<file path="src/rtl/apb_pkg.sv">
// Shared types for the APB master: FSM state encoding and the queued command entry.
package apb_pkg;

    // Widest configuration a command entry can carry; narrower instances zero-extend.
    localparam int unsigned SEL_MAX   = 16;
    localparam int unsigned ADDR_MAX  = 32;
    localparam int unsigned WDATA_MAX = 64;

    typedef enum logic [1:0] {
        ST_IDLE   = 2'd0,
        ST_SETUP  = 2'd1,
        ST_ACCESS = 2'd2
    } state_t;

    typedef struct packed {
        logic                 write;
        logic [SEL_MAX-1:0]   sel;
        logic [ADDR_MAX-1:0]  addr;
        logic [WDATA_MAX-1:0] wdata;
    } cmd_entry_t;

    // True when exactly one bit of the select is set.
    function automatic logic is_onehot(input logic [SEL_MAX-1:0] v);
        return (v != '0) && ((v & (v - SEL_MAX'(1))) == '0);
    endfunction

endpackage

</file>
<file path="src/rtl/apb_master_cmd_fifo.sv">
// Command FIFO: show-ahead head, wrap-around pointers, registered flags.
module apb_master_cmd_fifo #(
    parameter int unsigned WIDTH = 8,
    parameter int unsigned DEPTH = 4
) (
    input  logic             clk,
    input  logic             reset,
    input  logic             push,
    input  logic [WIDTH-1:0] push_data,
    input  logic             pop,
    output logic [WIDTH-1:0] head_c,
    output logic             empty,
    output logic             full,
    output logic             space
);

    localparam int unsigned PTR_W = $clog2(DEPTH);
    localparam int unsigned CNT_W = PTR_W + 1;

    logic [WIDTH-1:0] mem [DEPTH];
    logic [PTR_W-1:0] wr_ptr;
    logic [PTR_W-1:0] rd_ptr;
    logic [CNT_W-1:0] count;
    logic [CNT_W-1:0] count_d;
    logic             do_push;
    logic             do_pop;

    assign do_push = push && !full;
    assign do_pop  = pop && !empty;
    assign head_c  = mem[rd_ptr];

    // Occupancy after this cycle's push/pop.
    always_comb begin
        count_d = count;
        case ({do_push, do_pop})
            2'b10:   count_d = count + CNT_W'(1);
            2'b01:   count_d = count - CNT_W'(1);
            default: count_d = count;
        endcase
    end

    // Pointers, occupancy and flags; space is low throughout reset.
    always_ff @(posedge clk or posedge reset) begin
        if (reset) begin
            wr_ptr <= '0;
            rd_ptr <= '0;
            count  <= '0;
            empty  <= 1'b1;
            full   <= 1'b0;
            space  <= 1'b0;
        end else begin
            if (do_push) wr_ptr <= wr_ptr + PTR_W'(1);
            if (do_pop)  rd_ptr <= rd_ptr + PTR_W'(1);
            count <= count_d;
            empty <= (count_d == '0);
            full  <= (count_d == CNT_W'(DEPTH));
            space <= (count_d != CNT_W'(DEPTH));
        end
    end

    // Entry storage; contents are don't-care while the FIFO is empty.
    always_ff @(posedge clk) begin
        if (do_push) mem[wr_ptr] <= push_data;
    end

endmodule

</file>
<file path="src/rtl/apb_master.sv">
// APB master: queues commands, runs SETUP/ACCESS transfers, returns in-order responses.
module apb_master
    import apb_pkg::*;
#(
    parameter int unsigned ADDR_WIDTH  = 8,
    parameter int unsigned SEL_WIDTH   = 2,
    parameter int unsigned WRITE_WIDTH = 32,
    parameter int unsigned READ_WIDTH  = 32,
    parameter int unsigned FIFO_DEPTH  = 4,
    parameter int unsigned TIMEOUT     = 16
) (
    input  logic                   clk,
    input  logic                   reset,
    input  logic                   cmd_valid,
    output logic                   cmd_ready,
    input  logic                   cmd_write,
    input  logic [SEL_WIDTH-1:0]   cmd_sel,
    input  logic [ADDR_WIDTH-1:0]  cmd_addr,
    input  logic [WRITE_WIDTH-1:0] cmd_wdata,
    output logic                   rsp_valid,
    output logic [READ_WIDTH-1:0]  rsp_rdata,
    output logic                   rsp_err,
    output logic [SEL_WIDTH-1:0]   sel,
    output logic                   enable,
    output logic                   write,
    output logic [ADDR_WIDTH-1:0]  addr,
    output logic [WRITE_WIDTH-1:0] wdata,
    input  logic [READ_WIDTH-1:0]  rdata,
    input  logic                   ready,
    input  logic                   slv_err
);

    localparam int unsigned WAIT_W = $clog2(TIMEOUT + 1);

    state_t                 state_q;
    state_t                 state_d;
    cmd_entry_t             push_entry;
    cmd_entry_t             head;
    logic                   head_ok;
    logic                   fifo_empty;
    logic                   fifo_full;
    logic                   push;
    logic                   pop;
    logic                   load;
    logic [WAIT_W-1:0]      wait_q;
    logic [WAIT_W-1:0]      wait_d;
    logic [SEL_WIDTH-1:0]   sel_d;
    logic                   enable_d;
    logic                   write_d;
    logic [ADDR_WIDTH-1:0]  addr_d;
    logic [WRITE_WIDTH-1:0] wdata_d;
    logic                   rsp_valid_d;
    logic [READ_WIDTH-1:0]  rsp_rdata_d;
    logic                   rsp_err_d;
    logic                   unused_head;

    assign push        = cmd_valid && cmd_ready && !fifo_full;
    assign head_ok     = is_onehot(head.sel);
    assign unused_head = ^head;

    // Zero-extend the incoming command into the shared entry layout.
    always_comb begin
        push_entry       = '0;
        push_entry.write = cmd_write;
        push_entry.sel   = SEL_MAX'(cmd_sel);
        push_entry.addr  = ADDR_MAX'(cmd_addr);
        push_entry.wdata = WDATA_MAX'(cmd_wdata);
    end

    apb_master_cmd_fifo #(
        .WIDTH ($bits(cmd_entry_t)),
        .DEPTH (FIFO_DEPTH)
    ) u_cmd_fifo (
        .clk       (clk),
        .reset     (reset),
        .push      (push),
        .push_data (push_entry),
        .pop       (pop),
        .head_c    (head),
        .empty     (fifo_empty),
        .full      (fifo_full),
        .space     (cmd_ready)
    );

    // Next state, FIFO pop and next values of every registered output.
    always_comb begin
        state_d     = state_q;
        pop         = 1'b0;
        load        = 1'b0;
        wait_d      = wait_q;
        sel_d       = sel;
        enable_d    = enable;
        write_d     = write;
        addr_d      = addr;
        wdata_d     = wdata;
        rsp_valid_d = 1'b0;
        rsp_rdata_d = '0;
        rsp_err_d   = 1'b0;

        case (state_q)
            ST_IDLE: begin
                if (!fifo_empty) begin
                    pop = 1'b1;
                    if (head_ok) begin
                        load    = 1'b1;
                        state_d = ST_SETUP;
                    end else begin
                        // Bad select: no bus cycle, error response next cycle.
                        rsp_valid_d = 1'b1;
                        rsp_err_d   = 1'b1;
                    end
                end
            end
            ST_SETUP: begin
                enable_d = 1'b1;
                wait_d   = '0;
                state_d  = ST_ACCESS;
            end
            ST_ACCESS: begin
                if (ready || (wait_q == WAIT_W'(TIMEOUT - 1))) begin
                    rsp_valid_d = 1'b1;
                    if (ready) begin
                        rsp_rdata_d = write ? '0 : rdata;
                        rsp_err_d   = slv_err;
                    end else begin
                        rsp_err_d   = 1'b1;
                    end
                    enable_d = 1'b0;
                    wait_d   = '0;
                    // Chain straight into SETUP only for a valid head; a bad
                    // select is answered from IDLE so responses never collide.
                    if (!fifo_empty && head_ok) begin
                        pop     = 1'b1;
                        load    = 1'b1;
                        state_d = ST_SETUP;
                    end else begin
                        sel_d   = '0;
                        state_d = ST_IDLE;
                    end
                end else begin
                    wait_d = wait_q + WAIT_W'(1);
                end
            end
            default: begin
                sel_d    = '0;
                enable_d = 1'b0;
                state_d  = ST_IDLE;
            end
        endcase

        if (load) begin
            sel_d   = SEL_WIDTH'(head.sel);
            write_d = head.write;
            addr_d  = ADDR_WIDTH'(head.addr);
            wdata_d = WRITE_WIDTH'(head.wdata);
        end
    end

    // FSM state register.
    always_ff @(posedge clk or posedge reset) begin
        if (reset) state_q <= ST_IDLE;
        else       state_q <= state_d;
    end

    // APB, response and wait-counter registers.
    always_ff @(posedge clk or posedge reset) begin
        if (reset) begin
            wait_q    <= '0;
            sel       <= '0;
            enable    <= 1'b0;
            write     <= 1'b0;
            addr      <= '0;
            wdata     <= '0;
            rsp_valid <= 1'b0;
            rsp_rdata <= '0;
            rsp_err   <= 1'b0;
        end else begin
            wait_q    <= wait_d;
            sel       <= sel_d;
            enable    <= enable_d;
            write     <= write_d;
            addr      <= addr_d;
            wdata     <= wdata_d;
            rsp_valid <= rsp_valid_d;
            rsp_rdata <= rsp_rdata_d;
            rsp_err   <= rsp_err_d;
        end
    end

endmodule

</file>
<file path="config.mk">
export PLATFORM = sky130hd
export DESIGN_NAME = apb_master
export DESIGN_NICKNAME = d
export VERILOG_FILES = /design/src/rtl/apb_pkg.sv /design/src/rtl/apb_master_cmd_fifo.sv /design/src/rtl/apb_master.sv
export SDC_FILE = /design/constraint.sdc
export NUM_CORES = 1
export LEC_CHECK = 0
export ABC_AREA = 0
export CAP_MARGIN = 20
export CELL_PAD_IN_SITES_DETAIL_PLACEMENT = 0
export CELL_PAD_IN_SITES_GLOBAL_PLACEMENT = 1
export CORE_ASPECT_RATIO = 1.5
export CORE_MARGIN = 8
export CORE_UTILIZATION = 30
export DETAILED_ROUTE_END_ITERATION = 10
export PLACE_DENSITY_LB_ADDON = 0.1
export REMOVE_ABC_BUFFERS = 1
export SLEW_MARGIN = 20
export SYNTH_ARGS = -nofsm -noshare
export SYNTH_HDL_FRONTEND = slang
export SYNTH_SLANG_ARGS = --single-unit
</file>
<file path="constraint.sdc">
create_clock -name clk -period 3.5 [get_ports clk]
set_input_delay 0.7 -clock clk [delete_from_list [all_inputs] [get_ports clk]]
set_output_delay 0.7 -clock clk [all_outputs]
set_load 0.005 [all_outputs]
</file>
* Word level (Yosys, flattened, before mapping) *
Memories as Yosys holds them, arrays and structs flattened.
Cells that the tools add are included.

cells by class
  bitwise operators = 2
  multiply operators = 0
  $add $sub $neg = 6
  shifts and indexed selects = 0
  div/mod/pow operators = 0
  eq/ne operators = 13
  reduce and logical (&&, ||, !) cells = 18
  muxes and demuxes = 34
  magnitude comparators = 0

operators by type and width
  cell                   number
  $mux 32                4
  $and 16x16->16         1
  $logic_not 16->1       1
  $reduce_bool 16->1     1
  $sub 16x1->16 const B  1
  $mux 1                 14
  $mux 2                 6
  $pmux 5 s2             1
  $ne 3x3->1 const B     3
  $pmux 1 s2             4
  $logic_and 1x1->1      6
  $ne 2x2->1 const B     3
  $pmux 2 s3             1
  $pmux 3 s2             1
  $reduce_and 3->1       2
  $add 5x1->5 const B    1
  $eq 5x4->1 const B     1
  $mux 5                 1
  $add 2x1->2 const B    2
  $eq 2x1->1 const B     2
  $eq 2x2->1 const B     2
  $pmux 2 s2             1
  $add 3x1->3 const B    1
  $eq 3x3->1 const B     1
  11 further kinds       12

storage, ports and cells
  memory bits (read-only) = 0
  memory bits (writable) = 172
  register bits = 95
  memories = 1
  latch bits = 0

memory list
  name            depth  bits a word  read ports  clocked after memory_dff  wr ports  RTL line                   source
  u_cmd_fifo.mem  4      43           1           0                         1         apb_master_cmd_fifo.sv:20  logic [WIDTH-1:0] mem [DEPTH];

* Longest topological paths before layout *
An unclocked memory read counts as a cell.

  depth after elaboration = 13
  depth in mapped cells = 13
  depth with buffers taken out = 13

* Hierarchy *
Synthesis repeated with hierarchy kept, for this count alone.

unflattened totals
  cells, all modules = 908
  area total of the unflattened synthesis = 20,354.5 µm²

by module, submodules not included
  module               sequential area each (µm²)  times used  area an instance (µm²)  cells an instance
  apb_master_cmd_fifo  13,824.5                    1           16,827.4                642
  apb_master           2,127.0                     1           3,527.1                 266

* Worst setup path before layout *
Ideal clock, no wire load.

  path type = reg-to-reg
  start point = register wait_q[0]
  end point = register u_cmd_fifo.full
  stages on the path, launching flop included = 13
  setup time = 0.118 ns
  slack = 0.836 ns
  period minus slack after synthesis = 2.664 ns
  path buffers = 0
  arrival time = 2.546 ns
  cells stage by stage = dfrtp_1 > ha_1 > and3_1 > ha_1 > o21ai_0 > nor2_1 > o21a_1 > ha_1 > inv_1 > fa_1 > o21ai_0 > or2_2 > nor2b_1

on the way
  longest elaborated chain between the ends = 8
  elaborated cells between the ends (all ways) = 9
  classes of those cells = eq/ne: 4; mux: 3; reduce/logical: 2

ends and longest elaborated chain
  element                                   RTL line                   source
  from (decl)                               apb_master.sv:45           logic [WAIT_W-1:0] wait_q;
  from (signal assigned)                    apb_master.sv:178          wait_q <= wait_d;
  $eq 5x4->1 (*)                            apb_master.sv:120          if (ready || (wait_q == WAIT_W'(TIMEOUT - 1))) begin
  $logic_or 1x1->1 (*)                      apb_master.sv:120
  $mux 1 (*)                                apb_master.sv:120
  $pmux 1 s2 (*)                            apb_master.sv:100          case (state_q)
  $logic_and 1x1->1 (*)                     apb_master_cmd_fifo.sv:29  assign do_pop = pop && !empty;
  net u_cmd_fifo.do_pop                     apb_master_cmd_fifo.sv:26  logic do_pop;
  $eq 2x1->1 or $eq 2x2->1 (tied branches)  apb_master_cmd_fifo.sv:35  case ({do_push, do_pop})
  $pmux 3 s2 (*)                            apb_master_cmd_fifo.sv:35
  net u_cmd_fifo.count_d[1]                 apb_master_cmd_fifo.sv:24  logic [CNT_W-1:0] count_d;
  $eq 3x3->1 (*)                            apb_master_cmd_fifo.sv:56  full <= (count_d == CNT_W'(DEPTH));
  to (signal assigned)                      apb_master_cmd_fifo.sv:56
  to (decl)                                 apb_master_cmd_fifo.sv:13  output logic full,

The timed path passes the listed nets; every way through them passes the cells marked *.
A chain may end at the register's enable or synchronous reset.

* Final worst setup path *
  start point = memory u_cmd_fifo.mem[3][41] (netlist name)
  end point = register u_cmd_fifo.full

on the way
  longest elaborated chain between the ends = 13
  elaborated cells between the ends (all ways) = 15
  classes of those cells = add/sub: 1; eq/ne: 3; mux: 4; bitwise: 1; reduce/logical: 5; memory: 1

ends and longest elaborated chain
  element                                   RTL line                   source
  from (decl)                               apb_master_cmd_fifo.sv:20
  $mem_v2 4x43 (*)                          n/a
  $sub 16x1->16                             apb_pkg.sv:24              return (v != '0) && ((v & (v - SEL_MAX'(1))) == '0);
  $and 16x16->16                            apb_pkg.sv:24
  $logic_not 16->1                          apb_pkg.sv:24
  $logic_and 1x1->1 (*)                     apb_pkg.sv:24
  $logic_and 1x1->1 (*)                     apb_master.sv:132          if (!fifo_empty && head_ok) begin
  $mux 1 (*)                                apb_master.sv:132
  $mux 1 (*)                                apb_master.sv:120
  $pmux 1 s2 (*)                            apb_master.sv:100
  $logic_and 1x1->1 (*)                     apb_master_cmd_fifo.sv:29
  net u_cmd_fifo.do_pop                     apb_master_cmd_fifo.sv:26
  $eq 2x1->1 or $eq 2x2->1 (tied branches)  apb_master_cmd_fifo.sv:35
  $pmux 3 s2 (*)                            apb_master_cmd_fifo.sv:35
  net u_cmd_fifo.count_d[2]                 apb_master_cmd_fifo.sv:24
  $eq 3x3->1 (*)                            apb_master_cmd_fifo.sv:56

Marked as above.

==> results.md <==
- Initial antenna violation count: 0
- Ant. Diodes: 0
- RD Place Congestion: 0.706
- Syn avg cell area: 19.8 µm²
- Ys Warns: 0
- Maximum clock path buffer count: 3
- # Post-CTS Setup Buffers: 0
- Ys async rst share: 35.6%
- FF+latch count, synth: 267
- Dpl cells: 1,097
- Setup TNS: 0 ps
- Wl on met1: 9340 µm
- CP endpoint kind: register
- Multi-input logic area: 2510 µm²
- Worst EP arrival: about 3400 ps
- Router iterations before antenna repair: 4
- Die Area: 40,500 µm²
- Leak Pwr: 4.99 nW
- Final ANT Viol Nets: 0
- Placed Area: 12,400 µm²
- Final hold slack: about 500 ps
- Worst vdd ir: around 0.43 mV
- Final setup violation count: 0
- Row cnt: 83
- Largest family of logic cells by synthesized area: multiplexers
- Util after Layout: 39.2%
- IO Pins: roughly 160
- Final-report hold violation count: 0
- Root buffer cell: clkbuf_16
- # DRC: 0
- Post-Syn Instances: about 520
- Overall via count from detail_route: 5,265
- Skew final: 11.5 ps
- Detailed route wirelength on metal3: between 1000 and 1500 µm
- Highest routed metal layer: met4
- Post-Synth Adder-Cell Area: 1.54%
- GRT Util Overall: 11.8%
- Post-Synth XOR/XNOR Area: 1.02%
- Setup repair after global routing missed its margin: no
- Inserted Clock Buffers: 27
- Status: completed
- Post-synth top flop: edfxtp_1
- Clock Latency Late Sink: between 500 and 600 ps
- First-pass GRT wire length: 36,900 µm
- Highest Clock Rate: 0.343 GHz
- Avg Vias per Cell: 4.59
- Vias in the first global route: 6,061
- Post-route setup slack: ~600 ps
- FF/Latch Area: 7550 µm²
- Met2 routed WL: 12,500 µm
- Post-Syn Area: ~10,000 µm²
- Max-capacitance violation count: 0
- Largest net degree at the start of global routing: 46
- # fillers: ~3,100
- Final HPWL DP: 14,600 µm
- Synth unique cells: 41
- Starting Density: 30.2%
- Area growth, synth to finish: 29.7%
- Multiplexer area fraction after synthesis: between 15 and 20%
- Finished Layout Cells: 1,146
- # resized after CTS: 0
- Max FO, Critical Path: 9
- Seq/Total Area, Yosys: about three quarters
- Cell area after layout: 13,300 µm²
- Final WL: 23,500 µm
- H-tree levels: 1
- Tmin final: 2910 ps
- Synth Area in Compound Gates: 1.63%
- TritonCTS Sinks: 267
- Post-synth EDFFs: 172
- Die height: between 200 and 250 µm
- WS Path Type: reg2reg
- GRT overflow: 0
- Final worst-path cycle share: 83.3%
- CTS tree: yes
- CTS Hold Bufs: 0
- Cell Pwr Density: 826 nW/µm²
- Post-place setup slack: 329 ps
- Final net count: 793
- Initial DRC Count: around 300
- CORE AREA: 34,000 µm²
- Layout cell share with drive strength beyond 1: a little over a fifth
- # port buffers: 158
- Hold WC Path Type: reg2reg
- R2R setup slack: between 500 and 600 ps
- Pins Over Slew Limit: 0
- CP Launch Type: register
- Pwr Total: roughly 11 mW
- Die width: about 170 µm
- Slew Limit Headroom: 48.4%
- Clock slew at reported path FFs: 60 ps
- Simple-gate share of the synthesized area: 4.21%
- Worst EP required: 3970 ps
- Worst slew pin tran: 773 ps
- Wire per inst: 20.5 µm
## report_power, final
group	internal (mW)	switching, mW
sequential	4.15	0.318
clock	1.60	1.17
combinational	2.12	1.62
total	7.88	3.11
## routing by layer
layer | vias up | GRT usage, %
met2 | 146 | 21.7
met4 | 0 | 3.51
met3 | 24 | 2.71
met1 | 2755 | 13.4
li1 | 2340 | -
met5 | - | 0
## worst max-delay path: stages (launching register included)
cell      delay (ps)
edfxtp_1         450
xnor2_1          160
mux4_2           570
nor2_1           170
o21a_1           140
ha_1             180
inv_1             60
fa_1             380
xor2_1           150
nor2_1           110
xor2_1           300
nor2b_1          170
## cell type report
cell class,instances,share of cell area (%)
flip-flops and latches,267,56.7
multi-input cells,215,18.9
repair buffers,175,13.5
clock buffers,33,5.40
well taps,425,4.00
clock inverters,16,1.03
inverters,15,0.442
## state kept, by name, indices dropped and copies added, names as in the netlist, 2 cells and up
signal	cells
u_cmd_fifo.count	3
wdata	32
rsp_rdata	32
wait_q	5
addr	8
u_cmd_fifo.mem	172
sel	2
state_q	2
u_cmd_fifo.wr_ptr	2
u_cmd_fifo.rd_ptr	2
## placed cells by master, fill, tap and decap left out, types with 3 or more instances in the layout
cell type,instances
mux2_2,5
inv_1,14
clkdlybuf4s50_1,158
edfxtp_1,172
xor2_1,6
nand2_1,7
xnor2_1,6
o211ai_1,3
and2_1,32
clkinv_1,3
nor2b_1,4
o21ai_0,14
mux2_4,38
buf_12,7
buf_4,10
ha_1,11
dfrtp_1,92
clkinv_2,8
clkbuf_16,27
nand3_1,7
nor2_1,8
and2_2,4
clkbuf_1,4
mux4_2,44
and3_1,3
## cell usage after synthesis, drive strengths merged, types with 2 or more instances
cell type	instances	area, µm²
o21ai	14	70.1
nor2	8	30.0
buf	8	104
nand3	7	35.0
or2	2	12.5
ha	11	138
o22ai	2	12.5
a21oi	2	10.0
nand2	7	26.3
inv	15	56.3
dfrtp	94	2350
and3	3	18.8
xnor2	6	52.6
o21a	2	15.0
edfxtp	172	5160
nor2b	4	25.0
and2	36	225
nor3b	2	15.0
mux2	43	627
o211ai	3	22.5
clkbuf	13	48.8
mux4	45	1020
a31oi	2	12.5
xor2	6	52.6
## final timing paths
| check | startpoint | endpoint | depth (start not counted) |
|---|---|---|---|
| setup / recovery | u_cmd_fifo.mem[3][41]$_DFFE_PP_ | u_cmd_fifo.full$_DFF_PP0_ | 11 |
| hold / removal | wdata[21]$_DFFE_PP0P_ | wdata[21]$_DFFE_PP0P_ | 1 |
| setup reg to reg | u_cmd_fifo.mem[3][41]$_DFFE_PP_ | u_cmd_fifo.full$_DFF_PP0_ | 11 |
| hold reg to reg | wdata[21]$_DFFE_PP0P_ | wdata[21]$_DFFE_PP0P_ | 1 |
| max in group asynchronous | reset | wdata[19]$_DFFE_PP0P_ | 3 |
| min in group asynchronous | reset | rsp_rdata[20]$_DFF_PP0_ | 2 |
## cells by family (layout without fill, tap and decap cells)
family          Yosys count  after routing
flops                   267            267
mux                      88             88
simple gates             75             75
buf+inv                  36            239
compound gates           28             28
fa+ha+maj                12             12
xor+xnor                 12             12
(Power assumes the default switching activity.)
